File: src/rtl/inst_mem_loader_pkg.sv
// Shared definitions for the instruction memory boot loader:
// FSM state encodings and the memory depth derivation.
package inst_mem_loader_pkg;

    typedef enum logic [2:0] {
        LDR_IDLE   = 3'd0,
        LDR_HEADER = 3'd1,
        LDR_DATA   = 3'd2,
        LDR_CHECK  = 3'd3,
        LDR_DONE   = 3'd4,
        LDR_ERROR  = 3'd5
    } ldr_state_t;

    localparam int BYTES_PER_WORD = 4;

    function automatic int depth_of(input int addr_w);
        return 1 << addr_w;
    endfunction

endpackage

File: src/rtl/byte_word_packer.sv
// Assembles four stream bytes into a 32-bit word in the selected byte order.
// word_out is the word including the byte currently offered on byte_in.
module byte_word_packer #(
    parameter bit BIG_ENDIAN = 1'b1
) (
    input  logic        clk,
    input  logic        rst_n,
    input  logic [7:0]  byte_in,
    input  logic        byte_en,
    input  logic        clear,
    output logic [31:0] word_out,
    output logic        word_full
);

    logic [1:0]  idx;
    logic [31:0] word_q;

    // Big-endian shifts older bytes up so the first byte lands in [31:24];
    // little-endian shifts them down so the first byte lands in [7:0].
    always_comb begin
        if (BIG_ENDIAN) word_out = {word_q[23:0], byte_in};
        else            word_out = {byte_in, word_q[31:8]};
    end

    assign word_full = byte_en && (idx == 2'd3);

    always_ff @(posedge clk or negedge rst_n) begin
        if (!rst_n) begin
            idx    <= 2'd0;
            word_q <= 32'd0;
        end else if (clear) begin
            idx    <= 2'd0;
            word_q <= 32'd0;
        end else if (byte_en) begin
            idx    <= idx + 2'd1;
            word_q <= word_out;
        end
    end

endmodule

File: src/rtl/inst_mem_loader.sv
// Boot loader: receives header/payload/checksum bytes, writes instruction
// memory one word at a time and releases the core only after a good image.
module inst_mem_loader
    import inst_mem_loader_pkg::*;
#(
    parameter int ADDR_W     = 6,
    parameter bit BIG_ENDIAN = 1'b1
) (
    input  logic              clk,
    input  logic              rst_n,
    input  logic              start,
    input  logic              in_valid,
    input  logic [7:0]        in_data,
    output logic              in_ready,
    output logic              imem_we,
    output logic [ADDR_W-1:0] imem_wa,
    output logic [31:0]       imem_wd,
    output logic              cpu_rst,
    output logic              done,
    output logic              error,
    output logic [ADDR_W:0]   words_loaded
);

    localparam int DEPTH = depth_of(ADDR_W);
    localparam logic [ADDR_W:0] ONE = 1;

    ldr_state_t      state;
    logic [ADDR_W:0] n_words;
    logic [7:0]      csum;
    logic [ADDR_W:0] wl_next;
    logic            xfer;
    logic            bad_hdr;
    logic            pk_clear;
    logic [31:0]     word_out;
    logic            word_full;

    assign xfer     = in_valid && in_ready;
    assign wl_next  = words_loaded + ONE;
    assign bad_hdr  = (in_data == 8'd0) || (int'(in_data) > DEPTH);
    assign pk_clear = start && (state == LDR_IDLE || state == LDR_DONE || state == LDR_ERROR);

    byte_word_packer #(.BIG_ENDIAN(BIG_ENDIAN)) u_packer (
        .clk       (clk),
        .rst_n     (rst_n),
        .byte_in   (in_data),
        .byte_en   (xfer && (state == LDR_DATA)),
        .clear     (pk_clear),
        .word_out  (word_out),
        .word_full (word_full)
    );

    always_ff @(posedge clk or negedge rst_n) begin
        if (!rst_n) begin
            state        <= LDR_IDLE;
            cpu_rst      <= 1'b1;
            in_ready     <= 1'b0;
            imem_we      <= 1'b0;
            imem_wa      <= '0;
            imem_wd      <= 32'd0;
            done         <= 1'b0;
            error        <= 1'b0;
            words_loaded <= '0;
            n_words      <= '0;
            csum         <= 8'd0;
        end else begin
            imem_we <= 1'b0;
            case (state)
                LDR_IDLE, LDR_DONE, LDR_ERROR: begin
                    if (start) begin
                        state        <= LDR_HEADER;
                        in_ready     <= 1'b1;
                        cpu_rst      <= 1'b1;
                        done         <= 1'b0;
                        error        <= 1'b0;
                        words_loaded <= '0;
                        csum         <= 8'd0;
                    end
                end
                LDR_HEADER: begin
                    if (xfer) begin
                        csum    <= csum ^ in_data;
                        n_words <= (ADDR_W+1)'(in_data);
                        if (bad_hdr) begin
                            state    <= LDR_ERROR;
                            in_ready <= 1'b0;
                            error    <= 1'b1;
                        end else begin
                            state <= LDR_DATA;
                        end
                    end
                end
                LDR_DATA: begin
                    if (xfer) begin
                        csum <= csum ^ in_data;
                        // Word index equals the count of words already written.
                        if (word_full) begin
                            imem_we      <= 1'b1;
                            imem_wa      <= words_loaded[ADDR_W-1:0];
                            imem_wd      <= word_out;
                            words_loaded <= wl_next;
                            if (wl_next == n_words) state <= LDR_CHECK;
                        end
                    end
                end
                LDR_CHECK: begin
                    if (xfer) begin
                        in_ready <= 1'b0;
                        if (in_data == csum) begin
                            state   <= LDR_DONE;
                            done    <= 1'b1;
                            cpu_rst <= 1'b0;
                        end else begin
                            state <= LDR_ERROR;
                            error <= 1'b1;
                        end
                    end
                end
                default: begin
                    state    <= LDR_IDLE;
                    in_ready <= 1'b0;
                    cpu_rst  <= 1'b1;
                end
            endcase
        end
    end

endmodule

File: config.mk
export PLATFORM = sky130hd
export DESIGN_NAME = inst_mem_loader
export DESIGN_NICKNAME = d
export VERILOG_FILES = /design/src/rtl/inst_mem_loader_pkg.sv /design/src/rtl/byte_word_packer.sv /design/src/rtl/inst_mem_loader.sv
export SDC_FILE = /design/constraint.sdc
export NUM_CORES = 1
export LEC_CHECK = 0
export CORE_MARGIN = 5
export CORE_UTILIZATION = 28
export DETAILED_ROUTE_END_ITERATION = 8
export SYNTH_ARGS = -nofsm -noshare
export SYNTH_HDL_FRONTEND = slang
export SYNTH_SLANG_ARGS = --single-unit
File: constraint.sdc
create_clock -name clk -period 2.8 [get_ports clk]
set_clock_uncertainty 0.1 [all_clocks]
set_input_delay 0.56 -clock clk [delete_from_list [all_inputs] [get_ports clk]]
set_output_delay 0.56 -clock clk [all_outputs]
set_load 0.02 [all_outputs]
=== Word level (Yosys, flattened, before mapping) ===
Index checks and enable logic that the tools add are counted.

* Register bits: 94
* Input port bits: 12
* Output and inout port bits: 50
* Logic and storage cells: 102

* $add $sub $neg: 2
* Order comparisons: 1
* Equality and inequality tests: 18
* Multiplexer cells: 40
* Bitwise logic cells: 3
* Reduce and logical (&&, ||, !) cells: 25

{| class="wikitable"
|+ Operators with widths
! kind !! count
|-
| 24-bit two-way mux || 2
|-
| 3-bit two-way mux || 7
|-
| 7-bit two-way mux || 3
|-
| 1-bit two-way mux || 17
|-
| 8-bit two-way mux || 2
|-
| 8-bit case mux with 2 select lines || 1
|-
| 2-bit inequality test, second input constant || 7
|-
| 7-bit case mux with 2 select lines || 1
|-
| 3-bit case mux with 4 select lines || 1
|-
| 4-bit AND reduction || 3
|-
| 6-bit AND reduction || 2
|-
| 8-bit == test || 1
|-
| 8-bit by 7-bit > comparator with 1-bit output, second input constant || 1
|-
| 8-bit logical NOT || 1
|-
| 2-bit nonzero test || 4
|-
| 8-bit bitwise XOR || 1
|-
| 7-bit by 1-bit adder with 7-bit output, second input constant || 1
|-
| 7-bit == test || 1
|-
| 3-bit by 2-bit == test with 1-bit output, second input constant || 2
|-
| 3-bit == test, second input constant || 2
|-
| 2-bit by 1-bit inequality test with 1-bit output, second input constant || 3
|-
| 1-bit case mux with 3 select lines || 2
|-
| 3-bit AND reduction || 2
|-
| 5-bit AND reduction || 1
|-
| 14 further kinds || 21
|}

=== Longest topological paths before layout ===
Gate-level depths: netlist (run 1).

* Depth after elaboration: 6
* Depth in mapped cells: 8
* Gate-level depth less buffers: 7

=== Hierarchy ===
From an unflattened synthesis (run 1), not the netlist that was laid out.

* Cell total of the unflattened synthesis: 444
* Area total of the unflattened synthesis: 4312.9 µm²

{| class="wikitable"
|+ By module, submodules not included
! module !! instances !! cells each !! area an instance (µm²) !! seq. area each (µm²)
|-
| inst_mem_loader || 1 || 350 || 3159.3 || 1702.9
|-
| byte_word_packer || 1 || 94 || 1153.6 || 650.6
|}

=== Worst setup path before layout (run 1) ===
No wires, ideal clock.

* Path type: input port to flip-flop
* Start point: input in_data[0]
* End point: register state[0]
* Library setup time: 73 ps
* Arrival: 2071 ps
* Data required time: 2627 ps
* Slack: 556 ps
* Stages: 5
* Path buffers: 0
* Cells stage by stage: or4_1 > or4_1 > and3_1 > a221o_1 > a21oi_2

* Longest elaborated chain between the ends: 5
* Elaborated cells on any way between the ends: 9
* Those cells by class: order compare (1); eq/ne (1); mux (5); reduce/logical (2)

{| class="wikitable"
|+ Ends and longest elaborated chain
! element !! line !! RTL
|-
| from (decl) || inst_mem_loader.sv:13 || <nowiki>input logic [7:0] in_data,</nowiki>
|-
| 8-bit by 7-bit > comparator with 1-bit output / 8-bit logical NOT (equally long branches) || inst_mem_loader.sv:39 || <nowiki>assign bad_hdr = (in_data == 8'd0) || (int'(in_data) > DEPTH);</nowiki>
|-
| 1-bit logical OR || inst_mem_loader.sv:39 ||
|-
| 3-bit two-way mux || inst_mem_loader.sv:83 || <nowiki>if (bad_hdr) begin</nowiki>
|-
| 3-bit two-way mux || inst_mem_loader.sv:80 || <nowiki>if (xfer) begin</nowiki>
|-
| 3-bit case mux with 4 select lines (*) || inst_mem_loader.sv:67 || <nowiki>case (state)</nowiki>
|-
| to (signal assigned) || inst_mem_loader.sv:70 || <nowiki>state <= LDR_HEADER;</nowiki>
|-
| to (signal assigned) || inst_mem_loader.sv:84 || <nowiki>state <= LDR_ERROR;</nowiki>
|-
| to (signal assigned) || inst_mem_loader.sv:88 || <nowiki>state <= LDR_DATA;</nowiki>
|-
| to (decl) || inst_mem_loader.sv:27 || <nowiki>ldr_state_t state;</nowiki>
|}

Every way passes the cells marked *; elsewhere a longest branch is shown, timed or not. The select of a mux whose other input is x is not followed.
A chain may end at the register's enable or synchronous reset.

=== Final worst setup path (run 1) ===
Same ends and word-level chain as after synthesis.

==> implementation parameters, run 1 <==
Parameter                              Value

Run status
  Result of the run    finished clean

Floorplan
  Die ar.    17,100 um2
  Initial Utilization    28.3%
  Count of standard-cell rows    44
  Chip Width    131 um
  IO Pins    62
  Die span in y    131 um
  Area inside the core boundary    14,400 um2

Setup path
  Buffer and inverter count on the worst path    1
  Delay of the slowest cell on the worst path    0.56 ns
  Worst path arrival time    2.64 ns
  Series of cell instances along the critical path    clkdlybuf4s50_1 > or4_1 > or4_1 > and3_1 > a221o_1 > a21oi_2
  Kind of start point of the critical path    input port
  Reg2Reg Setup Slack    0.46 ns
  Dominant cell type by count on the critical path    or4_1
  Worst path slowest cell    or4_1
  Worst path top cell family by delay    simple AND/OR/NAND/NOR gates
  Category of the most critical setup path    in -> reg
  Endpoint class of the critical path    flop
  Data required time of the worst path    2.98 ns
  Largest fanout on the critical path    2

Yosys
  Simple-gate portion of the synthesized area    16.0%
  Average instance area after synthesis    10.8 um2
  Synthesized instance count    380
  Register area share after synthesis    57.6%
  Count of state elements after synthesis    94
  Compound-cell area share of the yosys netlist    12.1%
  Primary flip-flop cell chosen by synthesis mapping    dfrtp_1
  Ys async rst share    100%
  Number of flops mapped to enable cells by yosys    0
  Combinational family with the most area after synthesis    simple AND/OR/NAND/NOR gates
  Post-synth net total    394
  Share of synthesized area spent on multiplexers    8.54%
  Post-synthesis adder-cell area fraction    0.612%
  Mapped Area    4090 um2
  Synth warnings    0
  Xor/xnor cell area share of the yosys netlist    3.00%
  Distinct cell type count of the synthesized netlist    44

Global route
  Global-route usage over all layers    12.6%
  Pin count of the biggest net entering global routing    80
  Number of global-route vias before repair    3,078
  Remaining global-route overflow    0
  Initial antenna violation count    0
  Wire length of the first global-routing pass    16.5 mm

Routing
  Average via count per standard cell    4.82
  Detailed-route wire length    9.95 mm
  Via count of the routed design    3,092
  Starting DRT DRC Count    197
  Number of antenna-violating nets in the routed design    0
  Number of remaining DRC errors    0
  Total iterations of the first detailed-routing run    5
  Average routed wire per standard cell    15.5 um

Clocking
  Clock tree from TritonCTS    built
  Clock-pin slew on the worst setup and hold paths    0.07 ns
  Number of buffers added by the clock tree synthesis step    9
  Cells resized by post-CTS repair    0
  Clock buffer depth    2
  Insertion delay to the later sink of the worst-skew pair    0.35 ns
  Root buffer cell    clkbuf_16
  Clock sinks    94
  H-tree Lvls    3

Pwr
  Worst voltage drop across the vdd grid    0.000324 V
  Reported leakage power    0.00241 uW
  Power per standard cell area    699 nW/um2

STA
  Maximum clock rate    407 MHz
  Final count of hold timing violations    0
  Unrepaired setup endpoints after global routing    no
  Final period utilization    87.7%
  Actual slew at the worst max-slew pin    1.15 ns
  Number of pins exceeding their max-slew limit in the final report    0
  Total setup violations reported at the end of the flow    0
  Sum of negative setup slack    0 ns
  Headroom to the max-slew limit    22.8%
  Crit path time final    2.46 ns

Layout
  Count of nets after finishing    466
  Final Instance Area    5340 um2
  Ant diodes    0
  P&R area growth vs syn    30.6%
  Fraction of the core area covered by cells at the end of the flow    37.0%
  Layout cell share with drive strength beyond 1    15.8%

Flow run
  Count of maximum capacitance violations    0

Placement
  Detailed-placement wirelength estimate    7.11 mm
  IO Port Bufs    61
  Final weighted congestion of routability-driven global placement    0.857
  Placed cell area    5000 um2

Hold path
  Worst hold path type    reg -> reg
worst register-to-register path: cells and delay by family (launching register included):
family / cells / cell delay [ns]
flip-flops: 1 / 0.55
AO/OA/AOI/OAI: 1 / 0.28
AND/OR/NAND/NOR: 3 / 1.35
worst paths after layout:
| check | to | depth (start not counted) | startpoint |
|---|---|---|---|
| worst max-delay path | state[0] | 6 | in_data[0] |
| worst min-delay path | imem_wa[0] | 2 | imem_wa[0] |
| worst max register to register | u_packer.word_q[0] | 4 | state[1] |
| worst min register to register | imem_wa[0] | 2 | imem_wa[0] |
| max in group asynchronous | imem_wd[6] | 3 | rst_n |
| min in group asynchronous | done | 2 | rst_n |
where the power goes:
part	switching (uW)	internal [uW]
clock network	516	767
logic	428	355
registers	161	1500
total	1100	2620
registers in the layout, indices dropped and copies added (netlist names):
| name | flops |
|---|---|
| in_ready | 1 |
| done | 1 |
| error | 1 |
| u_packer.idx | 2 |
| imem_wa | 6 |
| cpu_rst | 1 |
| csum | 8 |
| imem_wd | 32 |
| words_loaded | 7 |
| state | 3 |
| u_packer.word_q | 24 |
| n_words | 7 |
| imem_we | 1 |
synthesized netlist by cell type (4+ instances only):
master    instances  area, um2
nand3_1           6       30.0
clkbuf_1         14       52.6
nor3_1            5       25.0
dfrtp_1          93       2330
xnor2_1          11       96.3
nor2_1           20       75.1
buf_1             4       15.0
o21ai_1           8       40.0
a21oi_1          15       75.1
nand2b_1         15       93.8
and3_1            4       25.0
nand2_1          71        267
nand4_1           4       25.0
o21ai_0          19       95.1
mux2_2           31        349
o31ai_1           4       30.0
a22o_1           15        131
layout by cell type, fill, tap and decap left out, drive strengths merged, types with 3 or more instances in the layout:
master	count
dfrtp	93
nand2	71
clkdlybuf4s50	60
mux2	31
o21ai	27
nor2	20
buf	19
a22o	16
a21oi	16
nand2b	15
clkbuf	12
xnor2	11
nand3	6
nor3	5
and3	4
o31ai	4
nand4	4
inv	3
and2	3
xor2	3
metrics by stage:
stage          worst slack (ns)  instances  total power, uW  hold slack, ns
3_3_place_gp             0.0272        624             2430           0.350
3_5_place_dp            -0.0192        624             2470           0.349
2_1_floorplan             0.556        380             2190           0.164
5_1_grt                   0.242        641             3950           0.413
4_1_cts                   0.347        641             3770           0.380
6_report                  0.344        641             3730           0.372
per-layer routing:
metal	track usage [%]	share of wire [%]	vias to the layer above
met5	0	0	-
met2	19.1	45	89
met3	3.29	5.9	20
met1	17.1	46	1511
met4	5.38	2.5	0
li1	-	-	1472
what timing repair did:
action	CTS	global route
hold endpoints to repair	14	0
buffers inserted	0	0
hold buffers	1	0
final cells by class:
type                            count  area (um2)
Clock buffer                       12         267
Clock inverter                      4        53.8
Fill cell                        1451        9090
Inverter                            4        15.0
Multi-Input combinational cell    263        1650
Sequential cell                    94        2350
Tap cell                          184         230
Timing Repair Buffer               80         766
cells by family (layout without fill, tap and decap cells):
group | Yosys count | count (layout)
buf+inv | 23 | 100
compound gates | 76 | 76
fa+ha+maj | 2 | 2
flops | 94 | 94
xor+xnor | 14 | 14
mux | 31 | 31
simple gates | 140 | 140
(Power assumes the default switching activity.)
==> inputs of run 2 (changes only) <==
--- a/config.mk
+++ b/config.mk
@@ -9,2 +9,3 @@
 export CORE_UTILIZATION = 28
+export CTS_CLUSTER_DIAMETER = 200
 export DETAILED_ROUTE_END_ITERATION = 8
==> constraint.sdc (replaced) <==
create_clock -name clk -period 2.8 [get_ports clk]
set_clock_uncertainty 0.1 [all_clocks]
set_input_delay 0.28 -clock clk [delete_from_list [all_inputs] [get_ports clk]]
set_output_delay 0.28 -clock clk [all_outputs]
set_load 0.02 [all_outputs]
==> run 2 against run 1 <==
- sequential share of layout area is 0.31 points higher
- sequential cell count did not move
- clock power fell by 4%
- combinational power is 1% higher
- global-route usage decreased by 0.14 points
- critical endpoint unchanged
- final cell count decreased by 0.31%
- critical path type unchanged
- non-clock buffer count is 2 lower
==> implementation parameters, run 2 (synthesis gave the netlist of run 1 again) <==
Parameter                              Value

Run status
  Result of the run    finished clean

Placement
  IO Port Bufs    61 (unchanged)
  Post-Place Worst Slack    0.273 ns (+0.292 ns)
  Detailed-placement wirelength estimate    7.08 mm (-0.37%)
  Placed instance count    622 (-0.32%)
  Final weighted congestion of routability-driven global placement    0.844 (-1.5%)

Layout
  Ant diodes    0 (unchanged)
  Count of nets after finishing    464 (-0.43%)
  Layout cell share with drive strength beyond 1    15.2% (-0.59 points)
  Highest-count cells in the layout ignoring fill and taps    dfrtp_1, nand2_1, clkdlybuf4s50_1
  Register name with the most flops    imem_wd
  Number of flip-flops under the largest register name    32 (unchanged)
  P&R area growth vs syn    29.6%
  Most common cell after layout, fill and taps aside    dfrtp_1
  Finished Layout Cells    639 (-0.31%)
  Biggest regs    imem_wd: 32 flops, u_packer.word_q: 24 flops, csum: 8 flops

Setup path
  CP Capture Point    state[0]
  Dominant cell type by count on the critical path    or4_1
  Series of cell instances along the critical path    clkdlybuf4s50_1 > or4_1 > or4_1 > and3_1 > a221o_1 > a21oi_2
  Endpoint class of the critical path    flop
  Worst path arrival time    2.36 ns (-0.28 ns)
  Worst-case reg-to-reg path depth    4 (unchanged)
  Startpoint of the worst register-to-register path    state[2]
  Buffer and inverter count on the worst path    1 (unchanged)
  Worst path top cell family by delay    simple AND/OR/NAND/NOR gates
  Number of stages on the worst setup path    6 (unchanged)
  Kind of start point of the critical path    input port
  Category of the most critical setup path    in -> reg
  Reg2Reg Setup Slack    0.63 ns (+0.17 ns)
  Largest fanout on the critical path    2 (unchanged)
  Data required time of the worst path    2.98 ns (about the same)
  Critical Path Start    in_data[0]
  FF-to-FF End    u_packer.word_q[0]
  Worst path slowest cell    or4_1
  Delay of the slowest cell on the worst path    0.55 ns (about the same)

Pwr
  Net load switching power    1110 uW (+0.88%)
  Power per standard cell area    692 nW/um2 (-0.97%)
  Reported leakage power    0.00239 uW (-0.60%)
  Worst voltage drop across the vdd grid    0.000318 V (-1.9%)
  Net switching share of the total power    30.4% (+0.77 points)
  Sequential Power Share    44.9% (+0.3 points)
  Share of power burned in the clock network    33.5% (-0.9 points)
  Int Pwr    2550 uW (-2.7%)
  Share of power burned in combinational logic    21.6% (+0.6 points)

Clocking
  H-tree Lvls    3 (unchanged)
  Insertion delay to the later sink of the worst-skew pair    0.35 ns (about the same)
  Clock buffer depth    2 (unchanged)
  Clock tree from TritonCTS    built
  Root buffer cell    clkbuf_16
  Number of buffers added by the clock tree synthesis step    9 (unchanged)
  Clock-pin slew on the worst setup and hold paths    0.07 ns (about the same)
  Clock sinks    94 (unchanged)
  Cells resized by post-CTS repair    0 (unchanged)

Floorplan
  Initial Utilization    28.3% (unchanged)
  Count of standard-cell rows    44 (unchanged)
  Die ar.    17,100 um2 (unchanged)
  IO Pins    62 (unchanged)
  Chip Width    131 um (unchanged)
  Die span in y    131 um (unchanged)
  Area inside the core boundary    14,400 um2 (unchanged)

Routing
  Average via count per standard cell    4.76 (-1.3%)
  Detailed-route wire length    10.0 mm (+0.64%)
  Average routed wire per standard cell    15.7 um (+0.96%)
  Number of remaining DRC errors    0 (unchanged)
  Total iterations of the first detailed-routing run    4 (-1)
  Via count of the routed design    3,043 (-1.6%)
  Number of antenna-violating nets in the routed design    0 (unchanged)
  Starting DRT DRC Count    177 (-10%)

STA
  Total setup violations reported at the end of the flow    0 (unchanged)
  Min setup slack post-route    0.620 ns (+0.276 ns)
  Maximum clock rate    459 MHz (+13%)
  Final period utilization    77.9% (-9.9 points)
  Headroom to the max-slew limit    26.1% (+3.3 points)
  Actual slew at the worst max-slew pin    1.10 ns (-0.0493 ns)
  Number of pins exceeding their max-slew limit in the final report    0 (unchanged)
  Crit path time final    2.18 ns (-0.276 ns)
  Final count of hold timing violations    0 (unchanged)
  Unrepaired setup endpoints after global routing    no
  Sum of negative setup slack    0 ns (unchanged)

Hold path
  Worst hold path type    reg -> reg

Global route
  Global-route usage over all layers    12.5% (-0.14 points)
  Initial antenna violation count    0 (unchanged)
  Number of global-route vias before repair    3,087 (+0.29%)
  Wire length of the first global-routing pass    16.5 mm (-0.21%)
  Pin count of the biggest net entering global routing    56 (-30%)
  Remaining global-route overflow    0 (unchanged)

Flow run
  Count of maximum capacitance violations    0 (unchanged)
-- run 2: changes by cell type in the layout (fill, tap and decap cells not counted) --
cell        before  now
clkbuf_1         0    1
inv_6            0    2
buf_4           18   16
clkinvlp_4       2    1
clkinv_2         0    1
clkbuf_8         3    0
-- run 2: final cells by class --
| type | count | area [um2] |
|---|---|---|
| clock buffers | 10 | 229 |
| inverters | 4 | 15.0 |
| multi-input cells | 263 | 1650 |
| repair buffers | 78 | 751 |
| fillers | 1455 | 9130 |
| well taps | 184 | 230 |
| flip-flops and latches | 94 | 2350 |
| clock inverters | 6 | 68.8 |
-- run 2: worst reg2reg max path: stages, from the launching register on --
cell and delay [ns]:
dfrtp_1 0.46, nand2b_1 0.23, and3b_1 0.22, nor2_1 0.83, a22o_2 0.28
-- run 2: timing repair --
item                                    4_1_cts  5_1_grt
endpoints found under the setup margin        0        0
hold endpoints to repair                     52        0
setup buffers                                 0        0
hold buffers                                  1        0
-- run 2: per-layer routing --
metal  wire (um)  GRT usage [%]
met1        4520           16.5
met2        4790           19.9
met5           0              0
met4         170           4.48
met3         539           3.05
-- run 2: metrics by stage --
| stage | total power, uW | hold WS [ns] | utilization, % | cell area (um2) |
|---|---|---|---|---|
| after global routing | 3890 | 0.392 | 36.7 | 5300 |
| after global placement | 2430 | 0.278 | 34.6 | 4990 |
| final | 3670 | 0.372 | 36.7 | 5300 |
| after detailed placement | 2460 | 0.284 | 34.6 | 4990 |
| after CTS | 3710 | 0.377 | 36.7 | 5300 |
| after floorplan | 2190 | -0.116 | - | 4090 |
-- run 2: power groups by stage --
stage,Combinational (uW),Clock [uW],Sequential (uW)
2_1_floorplan,564,0,1630
3_3_place_gp,770,0,1660
3_5_place_dp,795,0,1670
4_1_cts,800,1270,1640
5_1_grt,889,1330,1670
6_report,791,1230,1650
-- run 2: how the worst min path moves through the flow --
stage          cells after the start  slack, ns  startpoint         end
6_report                           2       0.37  imem_wd[1]  imem_wd[1]
5_1_grt                            2       0.39  imem_wd[1]  imem_wd[1]
4_1_cts                            2       0.38  imem_wd[1]  imem_wd[1]
3_5_place_dp                       1       0.28       rst_n  imem_wd[8]
3_3_place_gp                       1       0.28       rst_n        done
2_1_floorplan                      0      -0.12       rst_n     csum[0]
==> inputs of run 3 (changes only) <==
- clock period: 2.8 -> 2.2 ns (I/O delays scaled with it)
==> run 3 against run 2 <==
- largest power group unchanged
- die area unchanged
- hold slack worse by 0.040 ns
- critical endpoint unchanged
- combinational power up 38%
==> implementation parameters, run 3 (synthesis gave the netlist of run 1 again) <==
Parameter                              Value

Run status
  Result of the run    finished clean

Layout
  P&R area growth vs syn    32.0%
  Layout cell share with drive strength beyond 1    18.3% (+3.1 points)
  Most common cell after layout, fill and taps aside    dfrtp_1
  Highest-count cells in the layout ignoring fill and taps    dfrtp_1, nand2_1, clkdlybuf4s50_1
  Count of nets after finishing    480 (+3.4%)
  Ant diodes    0 (unchanged)
  Biggest regs    imem_wd: 32 flops, u_packer.word_q: 24 flops, csum: 8 flops
  Final-layout fill cell count    1,426 (-2.0%)
  Number of flip-flops under the largest register name    32 (unchanged)
  Register name with the most flops    imem_wd

Clocking
  H-tree Lvls    3 (unchanged)
  Root buffer cell    clkbuf_16
  Insertion delay to the later sink of the worst-skew pair    0.35 ns (about the same)
  Clock sinks    94 (unchanged)
  Clock tree from TritonCTS    built
  Clock buffer depth    2 (unchanged)
  Number of buffers added by the clock tree synthesis step    9 (unchanged)
  Clock-pin slew on the worst setup and hold paths    0.06 ns (about the same)

Global route
  Wire length of the first global-routing pass    17.1 mm (+4.1%)
  Met2 Usage GRT    21.4% (+1.5 points)
  Most used routing layer    met2
  Met3 capacity usage during global routing    3.17% (+0.12 points)
  Met1 usage in global routing    16.9% (+0.36 points)
  Number of global-route vias before repair    3,248 (+5.2%)
  Global-route usage over all layers    13.0% (+0.52 points)
  Pin count of the biggest net entering global routing    52 (-7.1%)
  Initial antenna violation count    0 (unchanged)
  Remaining global-route overflow    0 (unchanged)

Setup path
  Worst path top cell family by delay    simple AND/OR/NAND/NOR gates
  Reg2Reg Setup Slack    0.20 ns (-0.43 ns)
  Endpoint class of the critical path    flop
  Buffer and inverter count on the worst path    1 (unchanged)
  Dominant cell type by count on the critical path    or4_1
  FF-to-FF End    words_loaded[3]
  Worst-case reg-to-reg path depth    7 (+3)
  Series of cell instances along the critical path    clkdlybuf4s50_1 > or4_1 > or4_1 > and3_1 > a221o_1 > a21oi_2
  Worst path slowest cell    or4_1
  Largest fanout on the critical path    2 (unchanged)
  Worst path arrival time    2.27 ns (-0.09 ns)
  Kind of start point of the critical path    input port
  Delay of the slowest cell on the worst path    0.56 ns (about the same)
  Data required time of the worst path    2.38 ns (-0.60 ns)
  Category of the most critical setup path    in -> reg
  Startpoint of the worst register-to-register path    state[1]

Floorplan
  Area inside the core boundary    14,400 um2 (unchanged)
  Count of standard-cell rows    44 (unchanged)
  Die ar.    17,100 um2 (unchanged)
  Initial Utilization    28.3% (unchanged)
  IO Pins    62 (unchanged)
  Chip Width    131 um (unchanged)
  Die span in y    131 um (unchanged)

Placement
  Detailed-placement wirelength estimate    7.43 mm (+5.0%)
  IO Port Bufs    61 (unchanged)
  Final weighted congestion of routability-driven global placement    0.838 (-0.70%)

STA
  Maximum clock rate    478 MHz
  Actual slew at the worst max-slew pin    0.682 ns (-0.422 ns)
  Final count of hold timing violations    0 (unchanged)
  Sum of negative setup slack    0 ns (unchanged)
  Hold Worst Slack    0.331 ns (-0.0403 ns)
  Total setup violations reported at the end of the flow    0 (unchanged)
  Unrepaired setup endpoints after global routing    no
  Crit path time final    2.09 ns
  Number of pins exceeding their max-slew limit in the final report    0 (unchanged)
  Headroom to the max-slew limit    54.5% (+28 points)
  Final period utilization    95.1%

Flow run
  Count of maximum capacitance violations    0 (unchanged)

Pwr
  Worst voltage drop across the vdd grid    0.000381 V (+20%)
  Power per standard cell area    862 nW/um2 (+24%)
  Reported leakage power    0.00246 uW (+2.9%)

Hold path
  Worst hold path type    in -> async

Routing
  Average via count per standard cell    4.78 (+0.44%)
  Starting DRT DRC Count    141 (-20%)
  Total iterations of the first detailed-routing run    4 (unchanged)
  Number of antenna-violating nets in the routed design    0 (unchanged)
  Via count of the routed design    3,128 (+2.8%)
  Detailed-route wire length    10.3 mm (+2.6%)
  Number of remaining DRC errors    0 (unchanged)
  Average routed wire per standard cell    15.7 um (+0.28%)
run 3: cell types whose count changed in the layout (fill, tap and decap cells not counted):
cell and delta:
buf_12 -1, clkbuf_8 +2, buf_4 +17, nor2_1 -1, inv_6 -1, bufinv_16 -1, clkbuf_1 -1, nor2_2 +1
run 3: how the worst max path moves through the flow:
stage,from,to,cells after the start
6_report,in_data[0],state[0],6
2_1_floorplan,state[0],u_packer.word_q[23],7
3_5_place_dp,in_data[0],state[0],6
4_1_cts,in_data[0],state[0],6
3_3_place_gp,in_data[0],state[0],6
5_1_grt,u_packer.idx[0],words_loaded[3],7
run 3: through the flow:
step / setup WS (ns) / cell area (um2) / power [uW] / utilization, % / instances
2_1_floorplan: 0.226 / 4090 / 2790 / - / 380
3_3_place_gp: -0.245 / 5100 / 3140 / 35.3 / 638
3_5_place_dp: -0.251 / 5100 / 3190 / 35.3 / 638
4_1_cts: 0.109 / 5390 / 4680 / 37.4 / 654
5_1_grt: 0.0112 / 5390 / 4920 / 37.4 / 654
6_report: 0.107 / 5390 / 4650 / 37.4 / 654
run 3: worst register-to-register path: stages (launching register included):
cell      delay, ns
dfrtp_1        0.44
nor3b_2        0.19
buf_4          0.16
nand2_2        0.23
clkinv_1       0.13
nor2_1         0.38
o21ai_0        0.16
o31ai_1        0.10
run 3: area by class of cell:
class	instances	area [um2]	share of cell area, %
clock buffers	11	253	4.69
well taps	184	230	4.27
flip-flops and latches	94	2350	43.6
repair buffers	94	858	15.9
clock inverters	4	30.0	0.557
multi-input cells	263	1650	30.6
inverters	4	15.0	0.278
run 3: what timing repair did:
item                                    4_1_cts  5_1_grt
hold buffers                                  1        0
resized for setup                             0        1
buffers inserted                              0        0
endpoints found under the setup margin        0       16
endpoints found under the hold margin        47        0
run 3: metal layers:
| layer | part of all wire [%] | vias up | wire [um] |
|---|---|---|---|
| met5 | 0 | - | 0 |
| met4 | 1.6 | 0 | 168 |
| met3 | 4.2 | 12 | 431 |
| met2 | 48 | 68 | 4950 |
| met1 | 46 | 1551 | 4730 |
| li1 | - | 1497 | - |
run 3: report_power, final:
| part | switching (uW) | internal, uW |
|---|---|---|
| combinational | 600 | 485 |
| sequential | 170 | 1910 |
| clock | 653 | 825 |
